**src/rtl/vote_ballot_collector.sv**
```systemverilog
// Ballot collector for the 4-voter tally: opens a session, gathers one vote per voter,
// and presents the ballot under valid/ready. Optional session timeout: VOTE_TIMEOUT_EN.
module vote_ballot_collector #(
   parameter int TIMEOUT = 255,
   parameter int CNT_W   = 8
) (
   input  logic       clk,
   input  logic       rst_n,
   input  logic       OPEN,
   input  logic [3:0] V,
   input  logic [3:0] S,
   output logic [3:0] I,
   output logic       BV,
   input  logic       BR,
   output logic [3:0] CAST,
   output logic       BUSY,
   output logic       ERR,
   output logic       TMO
);

   typedef enum logic [1:0] {ST_IDLE, ST_COLLECT, ST_PRESENT} state_e;

   state_e     state_q, state_d;
   logic [3:0] ballot_q, ballot_d;
   logic [3:0] cast_q, cast_d;
   logic       err_q, err_d;
   logic       tmo_q, tmo_d;
   logic       tmo_hit;

`ifdef VOTE_TIMEOUT_EN
   logic [CNT_W-1:0] cnt_q, cnt_d;

   always_comb begin
      cnt_d = cnt_q;
      if (state_q == ST_IDLE && OPEN) cnt_d = '0;
      else if (state_q == ST_COLLECT) cnt_d = cnt_q + 1'b1;
   end

   assign tmo_hit = (state_q == ST_COLLECT) && (cnt_q == CNT_W'(TIMEOUT - 1));

   always_ff @(posedge clk or negedge rst_n) begin
      if (!rst_n) cnt_q <= '0;
      else        cnt_q <= cnt_d;
   end
`else
   assign tmo_hit = 1'b0;
`endif

   always_comb begin
      state_d  = state_q;
      ballot_d = ballot_q;
      cast_d   = cast_q;
      err_d    = err_q;
      tmo_d    = tmo_q;
      case (state_q)
         ST_IDLE: begin
            if (OPEN) begin
               state_d  = ST_COLLECT;
               ballot_d = '0;
               cast_d   = '0;
               err_d    = 1'b0;
               tmo_d    = 1'b0;
            end
         end
         ST_COLLECT: begin
            // First vote wins; a repeat submit only raises the sticky error.
            for (int k = 0; k < 4; k++) begin
               if (S[k]) begin
                  if (!cast_q[k]) begin
                     ballot_d[k] = V[k];
                     cast_d[k]   = 1'b1;
                  end else begin
                     err_d = 1'b1;
                  end
               end
            end
            if (cast_d == 4'b1111) begin
               state_d = ST_PRESENT;
            end else if (tmo_hit) begin
               state_d = ST_PRESENT;
               tmo_d   = 1'b1;
            end
         end
         ST_PRESENT: begin
            if (BR) state_d = ST_IDLE;
         end
         default: state_d = ST_IDLE;
      endcase
   end

   always_ff @(posedge clk or negedge rst_n) begin
      if (!rst_n) begin
         state_q  <= ST_IDLE;
         ballot_q <= '0;
         cast_q   <= '0;
         err_q    <= 1'b0;
         tmo_q    <= 1'b0;
      end else begin
         state_q  <= state_d;
         ballot_q <= ballot_d;
         cast_q   <= cast_d;
         err_q    <= err_d;
         tmo_q    <= tmo_d;
      end
   end

   assign I    = ballot_q;
   assign BV   = (state_q == ST_PRESENT);
   assign BUSY = (state_q != ST_IDLE);
   assign CAST = cast_q;
   assign ERR  = err_q;
   assign TMO  = tmo_q;

endmodule

```
**config.mk**
```make
export PLATFORM = sky130hd
export DESIGN_NAME = vote_ballot_collector
export DESIGN_NICKNAME = d
export VERILOG_FILES = /design/src/rtl/vote_ballot_collector.sv
export SDC_FILE = /design/constraint.sdc
export NUM_CORES = 1
export LEC_CHECK = 0
export BUFFER_PORTS_ARGS = -buffer_cell sky130_fd_sc_hd__buf_2
export CORE_AREA = 5 5 42 44
export CTS_CLUSTER_SIZE = 16
export DETAILED_ROUTE_END_ITERATION = 16
export DIE_AREA = 0 0 47 49
export HOLD_SLACK_MARGIN = 0.06
export PLACE_DENSITY = 0.76
export SKIP_CTS_REPAIR_TIMING = 1
export SLEW_MARGIN = 25
export SYNTH_ARGS = -nofsm -noshare
export SYNTH_HDL_FRONTEND = slang
export SYNTH_SLANG_ARGS = --single-unit
```
**constraint.sdc**
```tcl
create_clock -name clk -period 2.2 [get_ports clk]
set_clock_uncertainty 0.2 [all_clocks]
set_input_delay 0.22 -clock clk [delete_from_list [all_inputs] [get_ports clk]]
set_output_delay 0.22 -clock clk [all_outputs]
set_load 0.02 [all_outputs]
```
# Word level (Yosys, flattened, before mapping)
# Cells that the tools add are included.
# Widths: inputs -> output; s select.
[word_totals]
regBits = 11
input_bits = 12
output_inout_bits = 12
[classes]
n_eq_ne = 14
mux = 33
reduce_logical = 9
[op_table]
columns = ["cell", "count"]
rows = [
  ["$mux 1", 25],
  ["$ne 2x2->1 const B", 10],
  ["$pmux 4 s2", 2],
  ["$reduce_and 4->1", 4],
  ["$mux 2", 3],
  ["$pmux 2 s3", 1],
  ["$eq 4x4->1 const B", 1],
  ["$mux 4", 1],
  ["$reduce_bool 2->1", 2],
  ["$reduce_and 3->1", 1],
  ["$eq 2x1->1 const B", 1],
  ["$eq 2x2->1 const B", 1],
  ["$logic_not 2->1", 1],
  ["$ne 2x1->1 const B", 1],
  ["$pmux 1 s2", 1],
  ["$reduce_and 2->1", 1],
]

# Depth between registers and ports, before layout
[logic_depth]
depth_word = 9
mapped_depth = 4
ltp_nobuf = 3

# Worst setup path after synthesis
# No wires, ideal clock.
[synth_path]
path_type = "reg2reg"
startpoint = "reg state_q[0]"
endpoint = "reg ballot_q[0], in the netlist I[0]"
required_ns = 1.879
setup_time_ns = 0.121
n_path_buf = 1
t_arrival_ns = 1.027
path_stages_with_launch = 5
path_slack_ns = 0.852
path_cell_list = "dfrtp_1 -> buf_6 -> nor3b_4 -> nor2_1 -> a22o_1"
[synth_between]
elab_chain_cells = 3
word_cells_on_any_way = 8
[synth_lines]
columns = ["element", "line", "rtl"]
rows = [
  ["start: declaration", "23", "state_e state_q, state_d;"],
  ["start signal: assignment", "99", "state_q <= state_d;"],
  ["$eq 2x1->1 / $logic_not 2->1 (equally long branches)", "55", "case (state_q)"],
  ["$ne 2x2->1 (no source line) / $reduce_bool 2->1 (equally long branches)", "--", ""],
  ["$reduce_and 4->1 (no source line)", "--", ""],
  ["end signal: assignment", "100", "ballot_q <= ballot_d;"],
  ["end: declaration", "24", "logic [3:0] ballot_q, ballot_d;"],
]
# Parallel ways exist; a longest one is shown, timed or not.
# A chain may end at the register's enable or synchronous reset.

# Worst setup path after layout
[layout_path]
startpoint = "reg state_q[0]"
endpoint = "out BUSY"
[layout_between]
elab_chain_cells = 1
[layout_lines]
columns = ["element", "line", "rtl"]
rows = [
  ["$reduce_bool 2->1", "109", "assign BUSY = (state_q != ST_IDLE);"],
  ["end: declaration", "16", "output logic BUSY,"],
]
# Every way passes these cells.

==> results by group <==
Logic synthesis
  – Number of library cell types mapped by synthesis: 20
  – Synthesized flop and latch total: 11
  – Cell taking the most area after synthesis: dfrtp_1
  – EDFF count, synth: 0
  – Synth async-reset ratio: 100%
  – Top cells by area, synth: dfrtp_1 (50%), a22o_1 (8.0%), and4bb_2 (6.8%), nor2_1 (5.5%), a21oi_1 (3.6%)
  – Post-synthesis average cell area: 10.8 um2
  – Yosys top cell area share: 50.0%
  – Yosys warns: 0
  – Sequential area share after synthesis: about 50%
  – Gate Count Post-Synth: 51
  – Synthesized area: approximately 550 um2
  – Top_reg_cell synth: dfrtp_1
  – Syn Nets: 63

Pwr
  – Pint: 0.581 mW
  – Cell Pwr Density: 1350 nW/um2
  – Clock share of power: 13.3%
  – Comb power frac: 48.1%
  – Switching Fraction: 43.5%
  – Psw: 0.448 mW
  – VDD IR max: ~0.63 mV
  – Leak: around 0.38 nW
  – Share of power burned in registers: 38.6%

Global route
  – Total grt overflow: 0
  – GR Util All Layers: roughly an eighth
  – Antenna violations before repair: 0
  – Vias in the first global route: 461
  – Largest net degree at the start of global routing: 12
  – First-pass GRT wire length: 1.98 mm

Clock tree
  – CTS Root Cell: clkbuf_4
  – Sink Count: 11
  – Clock-pin slew on the worst setup and hold paths: roughly 0.070 ns
  – Htree depth: 1
  – Max Root-Sink Buffers: 2
  – Inserted Clock Buffers: 3
  – Worst skew pair latency: roughly 0.26 ns
  – CTS tree: done

Placement
  – Dpl hpwl: 911 um
  – Port buffer count: 22
  – Global placement routability congestion: 0.750

Min path
  – Worst min path class: in -> reg

Floorplanning
  – Die Width: 47 um
  – Die extent in y: 49 um
  – Core Box Area: 1400 um2
  – Total Die Area: 2300 um2
  – Top-Level Pins: 24
  – Initial Utilization: 39.3%
  – Row cnt: 14

Final layout
  – Share of layout cells above drive strength 1: a little over a third
  – Area growth syn-to-layout: 38.6%
  – Fin nets: 95
  – Fillers: 139
  – Fin util: a little over half
  – Leading cell type in the layout, fill and taps excluded: buf_2
  – Antenna Cells: 0
  – Commonest cells after routing, fill and taps aside: buf_2 (22), dfrtp_1 (11), nor2_1 (8), dlygate4sd3_1 (8), a22o_1 (5)

Drt
  – DRC viols: 0
  – DR iter-0 viols: 4
  – Avg WL per Cell: roughly 13 um
  – DRT antenna net count: 0
  – Post-Route WL: between 1 and 1.5 mm
  – Via-to-Cell Ratio: 5.21
  – Vias: between 500 and 600
  – DR pass1 iterations: 3

Critical path
  – Worst EP required: 1.78 ns
  – Crit-path max FO: 11
  – Worst Setup Start Kind: flop
  – Reg2Reg Setup Slack: about 0.73 ns
  – Crit Path Class: reg -> out
  – Crit path arrival time: 1.25 ns
  – CP Capture Type: output pin

Job
  – Max Cap Viol: 0

Timing
  – Final setup viols: 0
  – Fin crit share: about three quarters
  – Final hold violations: 0
  – Setup TNS Final: 0 ns
  – Final worst path period need: 1.67 ns
  – Max-slew violation count: 0
  – Fmax: 0.601 GHz
  – RSZ-0062 raised after global routing: false

Status
  – Run status: completed
==> synth_stat cells (2+ instances only) <==
cell / number
a21oi_1: 4
a22o_1: 5
and4bb_2: 3
dfrtp_1: 11
nand2b_1: 3
nor2_1: 8
o21ai_0: 3
o22ai_1: 2
==> routing by layer <==
layer	global-route usage, %	wire (um)	up-vias
li1	-	-	248
met1	14.0	580	247
met2	17.4	627	14
met3	4.43	83	2
met4	6.91	12	0
met5	0	0	-
==> layout make-up <==
cell class                      instances  area [um2]  area share [%]
Clock buffer                            4        26.3            3.44
Inverter                                1        3.75           0.492
Multi-Input combinational cell         36         248            32.5
Sequential cell                        11         275            36.1
Tap cell                               16        20.0            2.62
Timing Repair Buffer                   30         190            24.9
==> sequential cells by signal (all words and copies together), names as in the netlist <==
name     flops
I            4
state_q      2
CAST         4
ERR          1
==> worst max-delay path: stages, from the launching register on <==
cell	delay, ns
dfrtp_1	0.49
or2_2	0.33
buf_2	0.16
==> stage by stage <==
step / total power, mW / hold slack (ns) / cell area [um2] / instances / worst slack, ns
CTS: 1.03 / -0.386 / 683 / 90 / 0.527
global route: 1.11 / 0.0602 / 763 / 98 / 0.480
finish: 1.03 / 0.0409 / 763 / 98 / 0.535
floorplan: 0.754 / -0.276 / 551 / 51 / 0.852
detailed placement: 0.887 / -0.0912 / 657 / 86 / 0.743
global placement: 0.875 / -0.102 / 657 / 86 / 0.760
==> path summary, 6_finish.rpt <==
path,cells after the start,to,start
min in group asynchronous,2,CAST[0]$_DFFE_PN0P_,rst_n
setup reg to reg,3,I[1]$_DFFE_PN0P_,state_q[0]$_DFFE_PN0P_
hold reg to reg,1,I[2]$_DFFE_PN0P_,I[2]$_DFFE_PN0P_
max in group asynchronous,2,I[1]$_DFFE_PN0P_,rst_n
setup / recovery,2,BUSY,state_q[0]$_DFFE_PN0P_
hold / removal,3,CAST[0]$_DFFE_PN0P_,S[0]
==> kinds of logic after synthesis <==
group | share of synthesized area [%]
buf+inv | 5.00
other cells | 0.681
flops | 50.0
compound gates | 20.7
simple gates | 23.6
==> power groups by stage <==
stage | clock network (mW) | logic [mW] | registers [mW]
CTS | 0.143 | 0.490 | 0.396
global placement | 0 | 0.482 | 0.392
finish | 0.136 | 0.495 | 0.398
detailed placement | 0 | 0.489 | 0.398
global route | 0.154 | 0.546 | 0.410
floorplan | 0 | 0.322 | 0.432
Power figures use the tool's default switching activity.
